$ cat src/rtl/ps2_key_encoder_pkg.sv
// ps2_pkg: shared constants and types for the PS/2 keyboard encoder.
//   PS2_EXT / PS2_BRK / PS2_PAUSE : prefix bytes (E0, F0, E1)
//   PS2_ACK and the other response bytes : keyboard replies, never key codes
//   PS2_KEY_W                     : width of the {toggle,pressed,ext,code} word
//   frame_state_t                 : serial frame FSM states
package ps2_pkg;

    localparam int          PS2_KEY_W  = 11;

    localparam logic [7:0]  PS2_EXT    = 8'hE0;
    localparam logic [7:0]  PS2_BRK    = 8'hF0;
    localparam logic [7:0]  PS2_PAUSE  = 8'hE1;
    localparam logic [7:0]  PS2_ACK    = 8'hFA;
    localparam logic [7:0]  PS2_RESEND = 8'hFE;
    localparam logic [7:0]  PS2_ECHO   = 8'hEE;
    localparam logic [7:0]  PS2_BAT_OK = 8'hAA;
    localparam logic [7:0]  PS2_ERR_LO = 8'h00;
    localparam logic [7:0]  PS2_ERR_HI = 8'hFF;

    typedef enum logic [1:0] {
        IDLE   = 2'd0,
        DATA   = 2'd1,
        PARITY = 2'd2,
        STOP   = 2'd3
    } frame_state_t;

    // Bytes the keyboard sends as command replies / self-test status.
    function automatic logic is_kbd_response(input logic [7:0] b);
        return (b == PS2_ACK)    || (b == PS2_RESEND) || (b == PS2_ECHO) ||
               (b == PS2_BAT_OK) || (b == PS2_ERR_LO) || (b == PS2_ERR_HI);
    endfunction

endpackage

$ cat src/rtl/ps2_key_encoder_if.sv
// ps2_key_encoder_if: bundle between the PS/2 pins and the key consumer.
//   ps2_clk, ps2_dat : raw PS/2 lines (asynchronous)
//   ps2_key          : {toggle, pressed, extended, code[7:0]}
//   frame_err        : one-cycle error pulse
// Modports: master drives the lines and observes the result (pins/bridge side),
//           slave is the encoder.
import ps2_pkg::*;

interface ps2_key_encoder_if;
    logic                 ps2_clk;
    logic                 ps2_dat;
    logic [PS2_KEY_W-1:0] ps2_key;
    logic                 frame_err;

    modport master (
        output ps2_clk,
        output ps2_dat,
        input  ps2_key,
        input  frame_err
    );

    modport slave (
        input  ps2_clk,
        input  ps2_dat,
        output ps2_key,
        output frame_err
    );
endinterface

$ cat src/rtl/ps2_key_encoder_line_filter.sv
// ps2_line_filter: 2-FF synchroniser followed by a stability filter.
//   clk_sys : system clock
//   reset_n : asynchronous active-low reset (filtered output resets to 1)
//   raw     : asynchronous input line
//   filt    : filtered line; follows raw after it has been stable FILT_LEN cycles
// Parameter FILT_LEN (1..255).
module ps2_line_filter #(
    parameter int FILT_LEN = 8
) (
    input  logic clk_sys,
    input  logic reset_n,
    input  logic raw,
    output logic filt
);

    logic [1:0] sync_reg;
    logic [7:0] cnt_reg;
    logic       filt_reg;

    always_ff @(posedge clk_sys or negedge reset_n) begin
        if (!reset_n) begin
            sync_reg <= 2'b11;
            cnt_reg  <= 8'd0;
            filt_reg <= 1'b1;
        end else begin
            sync_reg <= {sync_reg[0], raw};
            // The counter measures how long the synchronised line has
            // disagreed with the filtered value; any agreement restarts it.
            if (sync_reg[1] == filt_reg) begin
                cnt_reg <= 8'd0;
            end else if (cnt_reg == 8'(FILT_LEN - 1)) begin
                filt_reg <= sync_reg[1];
                cnt_reg  <= 8'd0;
            end else begin
                cnt_reg <= cnt_reg + 8'd1;
            end
        end
    end

    assign filt = filt_reg;

endmodule

$ cat src/rtl/ps2_key_encoder.sv
// ps2_key_encoder: PS/2 keyboard line decoder producing the toggle-event word.
//   clk_sys : system clock, all logic on posedge
//   reset_n : asynchronous active-low reset
//   bus     : ps2_key_encoder_if.slave (ps2_clk/ps2_dat in, ps2_key/frame_err out)
// Parameters: FILT_LEN (line filter length), TIMEOUT_CYC (max gap between
// clock falling edges inside a frame).
// Optional macro PS2_TYPEMATIC_FILTER_EN: suppress repeated makes of the
// last pressed key (keyboard auto-repeat).
import ps2_pkg::*;

module ps2_key_encoder #(
    parameter int FILT_LEN    = 8,
    parameter int TIMEOUT_CYC = 6000
) (
    input  logic              clk_sys,
    input  logic              reset_n,
    ps2_key_encoder_if.slave  bus
);

    localparam int TO_W = $clog2(TIMEOUT_CYC + 1);

    // ---------------- input conditioning ----------------
    logic [1:0] raw_lines;
    logic [1:0] filt_lines;   // [0] = clock, [1] = data

    assign raw_lines = {bus.ps2_dat, bus.ps2_clk};

    genvar gi;
    generate
        for (gi = 0; gi < 2; gi++) begin : g_filt
            ps2_line_filter #(.FILT_LEN(FILT_LEN)) u_filt (
                .clk_sys (clk_sys),
                .reset_n (reset_n),
                .raw     (raw_lines[gi]),
                .filt    (filt_lines[gi])
            );
        end
    endgenerate

    logic clk_prev_reg;
    logic fall_edge;
    logic dat_bit;

    assign fall_edge = clk_prev_reg & ~filt_lines[0];
    assign dat_bit   = filt_lines[1];

    // ---------------- frame FSM ----------------
    frame_state_t    state_reg, state_next;
    logic [2:0]      bit_cnt_reg, bit_cnt_next;
    logic [7:0]      shift_reg, shift_next;
    logic            par_ok_reg, par_ok_next;
    logic [TO_W-1:0] to_cnt_reg, to_cnt_next;
    logic            byte_valid_reg, byte_valid_next;
    logic            frame_err_reg, frame_err_next;

    always_ff @(posedge clk_sys or negedge reset_n) begin
        if (!reset_n) begin
            clk_prev_reg   <= 1'b1;
            state_reg      <= IDLE;
            bit_cnt_reg    <= 3'd0;
            shift_reg      <= 8'd0;
            par_ok_reg     <= 1'b0;
            to_cnt_reg     <= '0;
            byte_valid_reg <= 1'b0;
            frame_err_reg  <= 1'b0;
        end else begin
            clk_prev_reg   <= filt_lines[0];
            state_reg      <= state_next;
            bit_cnt_reg    <= bit_cnt_next;
            shift_reg      <= shift_next;
            par_ok_reg     <= par_ok_next;
            to_cnt_reg     <= to_cnt_next;
            byte_valid_reg <= byte_valid_next;
            frame_err_reg  <= frame_err_next;
        end
    end

    always_comb begin
        state_next      = state_reg;
        bit_cnt_next    = bit_cnt_reg;
        shift_next      = shift_reg;
        par_ok_next     = par_ok_reg;
        to_cnt_next     = '0;
        byte_valid_next = 1'b0;
        frame_err_next  = 1'b0;

        case (state_reg)
            IDLE: begin
                if (fall_edge) begin
                    if (!dat_bit) begin
                        state_next   = DATA;
                        bit_cnt_next = 3'd0;
                    end else begin
                        frame_err_next = 1'b1;
                    end
                end
            end
            DATA: begin
                if (fall_edge) begin
                    shift_next = {dat_bit, shift_reg[7:1]};
                    if (bit_cnt_reg == 3'd7) begin
                        state_next = PARITY;
                    end else begin
                        bit_cnt_next = bit_cnt_reg + 3'd1;
                    end
                end
            end
            PARITY: begin
                if (fall_edge) begin
                    par_ok_next = ^{shift_reg, dat_bit};
                    state_next  = STOP;
                end
            end
            STOP: begin
                if (fall_edge) begin
                    if (dat_bit && par_ok_reg) begin
                        byte_valid_next = 1'b1;
                    end else begin
                        frame_err_next = 1'b1;
                    end
                    state_next = IDLE;
                end
            end
            default: state_next = IDLE;
        endcase

        // Inter-edge watchdog. An edge wins over an expiring count because the
        // edge branch above already advanced the frame and the count stays 0.
        if (state_reg != IDLE && !fall_edge) begin
            if (to_cnt_reg == TO_W'(TIMEOUT_CYC - 1)) begin
                frame_err_next = 1'b1;
                state_next     = IDLE;
            end else begin
                to_cnt_next = to_cnt_reg + 1'b1;
            end
        end
    end

    // ---------------- prefix FSM ----------------
    logic                 ext_reg;
    logic                 brk_reg;
    logic [2:0]           skip_reg;
    logic [PS2_KEY_W-1:0] key_reg;

`ifdef PS2_TYPEMATIC_FILTER_EN
    logic [8:0] last_make_reg;
    logic       last_valid_reg;
    logic       make_match;

    assign make_match = last_valid_reg && (last_make_reg == {ext_reg, shift_reg});
`endif

    always_ff @(posedge clk_sys or negedge reset_n) begin
        if (!reset_n) begin
            ext_reg        <= 1'b0;
            brk_reg        <= 1'b0;
            skip_reg       <= 3'd0;
            key_reg        <= '0;
`ifdef PS2_TYPEMATIC_FILTER_EN
            last_make_reg  <= 9'd0;
            last_valid_reg <= 1'b0;
`endif
        end else if (frame_err_reg) begin
            // A broken frame may have carried a prefix; forget pending state.
            ext_reg  <= 1'b0;
            brk_reg  <= 1'b0;
            skip_reg <= 3'd0;
        end else if (byte_valid_reg) begin
            if (skip_reg != 3'd0) begin
                skip_reg <= skip_reg - 3'd1;
            end else if (shift_reg == PS2_PAUSE) begin
                // E1 plus seven more bytes form the Pause sequence.
                skip_reg <= 3'd7;
            end else if (shift_reg == PS2_EXT) begin
                ext_reg <= 1'b1;
            end else if (shift_reg == PS2_BRK) begin
                brk_reg <= 1'b1;
            end else if (is_kbd_response(shift_reg) && !ext_reg && !brk_reg) begin
                // keyboard reply, not a key
            end else begin
                ext_reg <= 1'b0;
                brk_reg <= 1'b0;
`ifdef PS2_TYPEMATIC_FILTER_EN
                if (!brk_reg) begin
                    if (!make_match) begin
                        key_reg        <= {~key_reg[10], 1'b1, ext_reg, shift_reg};
                        last_make_reg  <= {ext_reg, shift_reg};
                        last_valid_reg <= 1'b1;
                    end
                end else begin
                    key_reg <= {~key_reg[10], 1'b0, ext_reg, shift_reg};
                    if (make_match) begin
                        last_valid_reg <= 1'b0;
                    end
                end
`else
                key_reg <= {~key_reg[10], ~brk_reg, ext_reg, shift_reg};
`endif
            end
        end
    end

    assign bus.ps2_key   = key_reg;
    assign bus.frame_err = frame_err_reg;

endmodule

$ cat src/flat_wrapper.sv
// flat-port wrapper written by rule: the top's interface ports become plain ports
module ps2_key_encoder_flat 
#(
    parameter int FILT_LEN    = 8,
    parameter int TIMEOUT_CYC = 6000
)
  (clk_sys, reset_n, bus_ps2_clk, bus_ps2_dat, bus_ps2_key, bus_frame_err);
  ps2_key_encoder_if bus_i ();
  input  logic clk_sys;
  input  logic reset_n;
  input wire logic [$bits(bus_i.ps2_clk)-1:0] bus_ps2_clk;
  input wire logic [$bits(bus_i.ps2_dat)-1:0] bus_ps2_dat;
  output wire logic [$bits(bus_i.ps2_key)-1:0] bus_ps2_key;
  output wire logic [$bits(bus_i.frame_err)-1:0] bus_frame_err;
  assign bus_i.ps2_clk = bus_ps2_clk;
  assign bus_i.ps2_dat = bus_ps2_dat;
  assign bus_ps2_key = bus_i.ps2_key;
  assign bus_frame_err = bus_i.frame_err;
  ps2_key_encoder #(.FILT_LEN(FILT_LEN), .TIMEOUT_CYC(TIMEOUT_CYC)) u_core (.clk_sys(clk_sys), .reset_n(reset_n), .bus(bus_i));
endmodule
$ cat config.mk
export PLATFORM = sky130hd
export DESIGN_NAME = ps2_key_encoder_flat
export DESIGN_NICKNAME = d
export VERILOG_FILES = /design/src/rtl/ps2_key_encoder_pkg.sv /design/src/rtl/ps2_key_encoder_if.sv /design/src/rtl/ps2_key_encoder_line_filter.sv /design/src/rtl/ps2_key_encoder.sv /design/src/flat_wrapper.sv
export SDC_FILE = /design/constraint.sdc
export NUM_CORES = 1
export LEC_CHECK = 0
export CAP_MARGIN = 0
export CORE_MARGIN = 10
export CORE_UTILIZATION = 55
export CTS_CLUSTER_SIZE = 24
export DETAILED_ROUTE_END_ITERATION = 10
export PLACE_DENSITY_LB_ADDON = 0.2
export SYNTH_ARGS = -nofsm -noshare
export SYNTH_HDL_FRONTEND = slang
export SYNTH_SLANG_ARGS = --single-unit
$ cat constraint.sdc
create_clock -name clk_sys -period 2.65 [get_ports clk_sys]
set_input_delay 0.265 -clock clk_sys [delete_from_list [all_inputs] [get_ports clk_sys]]
set_output_delay 0.265 -clock clk_sys [all_outputs]
set_load 0.02 [all_outputs]
# Word-level counts from Yosys, hierarchy flattened
# Cells that the tools add are included.
[word_totals] register_bits=68 wordCells=138 in_bits=4 output_inout_bits=12
[op_classes] eq_ne=27 reduce_logical=29 add_sub_neg=5 n_mux=47 n_bitwise=12
[op_table] op="$eq A8 B8 Y1 const B" n=8
[op_table] op="$mux W8" n=4
[op_table] op="$mux W13" n=2
[op_table] op="$mux W3" n=8
[op_table] op="$mux W1" n=22
[op_table] op="$add A8 B1 Y8 const B" n=2
[op_table] op="$eq A8 B3 Y1 const B" n=2
[op_table] op="$mux W2" n=8
[op_table] op="$reduce_and A5 Y1" n=3
[op_table] op="$add A13 B1 Y13 const B" n=1
[op_table] op="$eq A13 B13 Y1 const B" n=1
[op_table] op="$not A1 Y1" n=11
[op_table] op="$ne A2 B1 Y1 const B" n=5
[op_table] op="$reduce_and A2 Y1" n=5
[op_table] op="$ne A3 B1 Y1 const B" n=3
[op_table] op="$reduce_xor A9 Y1" n=1
[op_table] op="$logic_not A8 Y1" n=1
[op_table] op="$pmux W2 S4" n=1
[op_table] op="$reduce_and A7 Y1" n=1
[op_table] op="$pmux W3 S2" n=1
[op_table] op="$reduce_bool A2 Y1" n=3
[op_table] op="$reduce_bool A3 Y1" n=2
[op_table] op="$logic_or A1 B1 Y1" n=5
[op_table] op="$eq A2 B2 Y1 const B" n=2
[op_table] op="11 further kinds" n=18

# Depth between registers and ports, before layout
[logic_depth] word_depth=15 depth_mapped=7 mapped_depth_nobuf=7

# Cells and area by module
# Synthesis repeated with hierarchy kept, for this count alone.
[hier_totals] cells_unflattened=293 area_unflattened_um2=3313.2
[modules_own_cells] module="ps2_key_encoder" cells_per_inst=207 seq_area_each_um2=1152.4 instances=1 area_each_um2=2289.7
[modules_own_cells] module="ps2_line_filter" cells_per_inst=43 seq_area_each_um2=279.0 instances=2 area_each_um2=511.7

# Worst setup path after synthesis
# OpenSTA, ideal clock, no wires.
[synth_timing] path_kind="flip-flop to flip-flop" from="register u_core.shift_reg[1]" to="register u_core.key_reg[1] (netlist: u_core.bus.ps2_key[1])" path_stages_with_launch=7 path_buffers=1 period_less_slack_ns=1.814 arrival_ns=1.688 path_slack_ns=0.836 setup_time_ns=0.125 t_required_ns=2.525 cell_sequence="dfrtp_1 > or2_4 > o31ai_1 > a21oi_1 > o31ai_2 > buf_6 > mux2_4"
[synth_via] elab_chain_len=10 elab_cells_between_ends=21 cone_classes="eq/ne (8); bitwise (4); reduce/logical (9)"
[synth_lines] element="start, declared" line="ps2_key_encoder.sv:50" text="logic [7:0] shift_reg, shift_next;"
[synth_lines] element="start signal, assigned" line="ps2_key_encoder.sv:70" text="shift_reg <= shift_next;"
[synth_lines] element="$eq A8 B8 Y1" line="ps2_key_encoder_pkg.sv:29" text="return (b == PS2_ACK) || (b == PS2_RESEND) || (b == PS2_ECHO) ||"
[synth_lines] element="$logic_or A1 B1 Y1 (3 in a row)" line="ps2_key_encoder_pkg.sv:29"
[synth_lines] element="$logic_or A1 B1 Y1 (2 in a row)" line="ps2_key_encoder_pkg.sv:30" text="(b == PS2_BAT_OK) || (b == PS2_ERR_LO) || (b == PS2_ERR_HI);"
[synth_lines] element="$logic_and A1 B1 Y1 (2 in a row)" line="ps2_key_encoder.sv:178" text="end else if (is_kbd_response(shift_reg) && !ext_reg && !brk_reg) begin"
[synth_lines] element="$not A1 Y1 (no source line)"
[synth_lines] element="$reduce_and A7 Y1 (no source line)"
[synth_lines] element="end signal, assigned" line="ps2_key_encoder.sv:197" text="key_reg <= {~key_reg[10], ~brk_reg, ext_reg, shift_reg};"
[synth_lines] element="end, declared" line="ps2_key_encoder.sv:143" text="logic [PS2_KEY_W-1:0] key_reg;"
# Parallel ways exist; a longest one is shown, timed or not.
# A chain may end at the register's enable or synchronous reset.

# Worst setup path after layout
# Same ends and word-level chain as after synthesis.

==> flow_metrics.py <==
metrics = {
    "route": {
        "num_vias": 2072,
        "first_pass_iters": 4,
        "drtIter0Drc": 88,
        "ant_nets": 0,
        "drc_errors": 0,
        "drt_wl_total_microns": 5320,
        "wire_per_inst_microns": 13.9,
        "viasPerCell": 5.41,
    },
    "power": {
        "cellLeakagePower_nw": 1.71,
        "finalPower_w": 0.00277,
        "combPwrFrac": 0.157,
        "clkPwrFrac": 0.389,
        "p_int_w": 0.00201,
        "seqPwrFrac": 0.455,
        "ir_drop_v": 0.000507,
        "power.density_nw_per_um2": 756,
        "power_switching_w": 0.000758,
        "switching_share": 0.274,
    },
    "critical_path": {
        "crit_arrival_ns": 2.47,
        "endpoint_kind": "register",
        "cp_max_fo": 7,
        "rrSetupSlack_ns": 0.41,
        "setup.worst_path.class": "reg2reg",
        "start_kind": "register",
        "crit_slowest_cell": "dfrtp_1",
        "critical-path-top-delay-family": "compound AO/OA/AOI/OAI gates",
        "crit_buf_inv": 1,
        "crit_chain": "or2_4, o31ai_1, a21oi_1, o31ai_2, buf_4, mux2_4",
        "critPathRequiredTime_ns": 2.87,
        "slowest_delay_ns": 0.45,
    },
    "grt": {
        "grt_overflow": 0,
        "grt_start_max_net_pins": 29,
        "grt.total_usage": 0.127,
        "grt_pass1_wl_microns": 9260,
        "grt_pass1_vias": 2069,
        "antenna_found_initial": 0,
    },
    "clock_network": {
        "holdBufCountCts": 1,
        "root_buffer": "clkbuf_8",
        "cts_resized": 0,
        "clock_latency_ns": 0.34,
        "clk_pin_slew_ns": 0.07,
        "cts_tree": "built",
        "cts_buffers": 9,
        "cts_buffer_depth": 2,
        "cts.sinks": 68,
        "htreeDepth": 3,
        "post_cts_buffers": 0,
    },
    "cells_and_area": {
        "n_antenna_cell": 0,
        "drive_gt1_frac": 0.158,
        "layout_common_cells": "dfrtp_1, nor2_1, xnor2_1",
        "layout_commonest_cell": "dfrtp_1",
        "nets": 321,
        "area_growth_pct": 15.2,
        "largest_reg_flops": 16,
        "final_area_sq_um": 3660,
    },
    "min_path": {
        "hold_class": "in2reg",
    },
    "synthesis": {
        "synth_edf_count": 0,
        "synthMuxAreaShare": 0.0751,
        "ys_seq_area_frac": 0.538,
        "synthXorXnorAreaFrac": 0.0964,
        "ys.warnings.count": 0,
        "yosys.area_share.simple": 0.157,
        "synth_top_area_frac": 0.480,
        "synth_top_family_by_area": "simple AND/OR/NAND/NOR gates",
        "synth_area_per_cell_sq_um": 11.2,
        "synth_compound_area_frac": 0.0685,
        "synthArstFlopShare": 1.00,
        "synth_top_area_cell": "dfrtp_1",
        "ys.flop_type": "dfrtp_1",
        "ys_seq_elements": 68,
        "synth_cell_type_count": 44,
        "synth_fa_ha_area_frac": 0.0433,
        "synth_area_leaders": "dfrtp_1, dfstp_2, xnor2_1",
        "syn-num-nets": 300,
        "postSynthCellCount": 285,
        "syn_area_sq_um": 3180,
    },
    "sta": {
        "setup_viol": 0,
        "drv_slew": 0,
        "rsz0062_at_grt": "no",
        "hold_viol": 0,
        "slew-limit-headroom": 0.587,
        "worstMarginPinSlew_ns": 0.620,
        "period_share": 0.846,
        "tns_ns": 0,
        "worst_clock_skew_ns": 0.0147,
        "period_needed_ns": 2.24,
        "max_freq_mhz": 446,
    },
    "die": {
        "die_area_sq_um": 9220,
        "die_y_microns": 96.0,
        "die_w_microns": 96.0,
        "initial_core_util": 0.571,
        "rows": 27,
        "ios": 16,
        "fp.coreArea_sq_um": 5570,
    },
    "place": {
        "place_area_sq_um": 3390,
        "place.port_buffers": 15,
        "routabilityCongestion": 0.860,
        "dp_hpwl_microns": 3710,
    },
    "flow_run": {
        "max_cap_viol_count": 0,
    },
    "outcome": {
        "status": "complete, no violations",
    },
}
## cell usage after synthesis (6+ instances only)
cell,count
inv_1,7
dfrtp_1,61
a21oi_1,8
ha_1,11
xor2_1,14
mux2_2,11
nor2_1,35
o21ai_0,11
dfstp_2,7
xnor2_1,21
nand3_1,12
and3_1,10
nand2_1,19
clkbuf_1,6
mux2_4,7
## worst reg2reg max path, stage by stage (launching register included)
cell and delay [ns]:
dfrtp_1 0.45, or2_4 0.29, o31ai_1 0.26, a21oi_1 0.13, o31ai_2 0.42, buf_4 0.27, mux2_4 0.31
## stage by stage
step,hold WS [ns],util,instances,worst slack [ns]
2_1_floorplan,-0.0306,-,285,0.836
3_3_place_gp,0.318,0.609,366,0.557
3_5_place_dp,0.325,0.609,366,0.483
4_1_cts,0.315,0.657,383,0.390
5_1_grt,0.316,0.657,383,0.266
6_report,0.332,0.657,383,0.407
## metal layers
layer	track usage	wire, microns	part of all wire
met3	0.0459	267	0.050
met1	0.152	2410	0.45
met2	0.203	2560	0.48
met4	0.0541	79	0.015
met5	0	0	0
## cell families after synthesis
logic type,Yosys count
adder cells (fa/ha/maj),11
multiplexers,19
AO/OA/AOI/OAI,34
flip-flops,68
buffers and inverters,16
AND/OR/NAND/NOR,102
XOR/XNOR,35
## area by class of cell
cell class	instances	area, sq um
clock inverter	5	108
multi-input combinational	201	1400
clock buffer	11	151
sequential	68	1710
fill	419	1910
tap	72	90.1
inverter	7	26.3
timing repair buffer	19	178
## power groups by stage
stage,Clock (W),Sequential [W],Combinational (W)
after floorplan,0,0.00124,0.000355
after global placement,0,0.00127,0.000426
after detailed placement,0,0.00128,0.000433
after CTS,0.00110,0.00126,0.000441
after global routing,0.00115,0.00128,0.000507
final,0.00108,0.00126,0.000434
## worst paths after layout
check / startpoint / end / depth (start not counted)
worst max-delay path: u_core.shift_reg[1] / u_core.bus.ps2_key[1] / 6
worst min-delay path: bus_ps2_clk / u_core.g_filt[0].u_filt.sync_reg[0] / 1
worst max register to register: u_core.shift_reg[1] / u_core.bus.ps2_key[1] / 6
worst min register to register: u_core.g_filt[1].u_filt.sync_reg[0] / u_core.g_filt[1].u_filt.sync_reg[1] / 0
max in group asynchronous: reset_n / u_core.state_reg[0] / 3
min in group asynchronous: reset_n / u_core.g_filt[1].u_filt.cnt_reg[2] / 2
(Power assumes the default switching activity.)
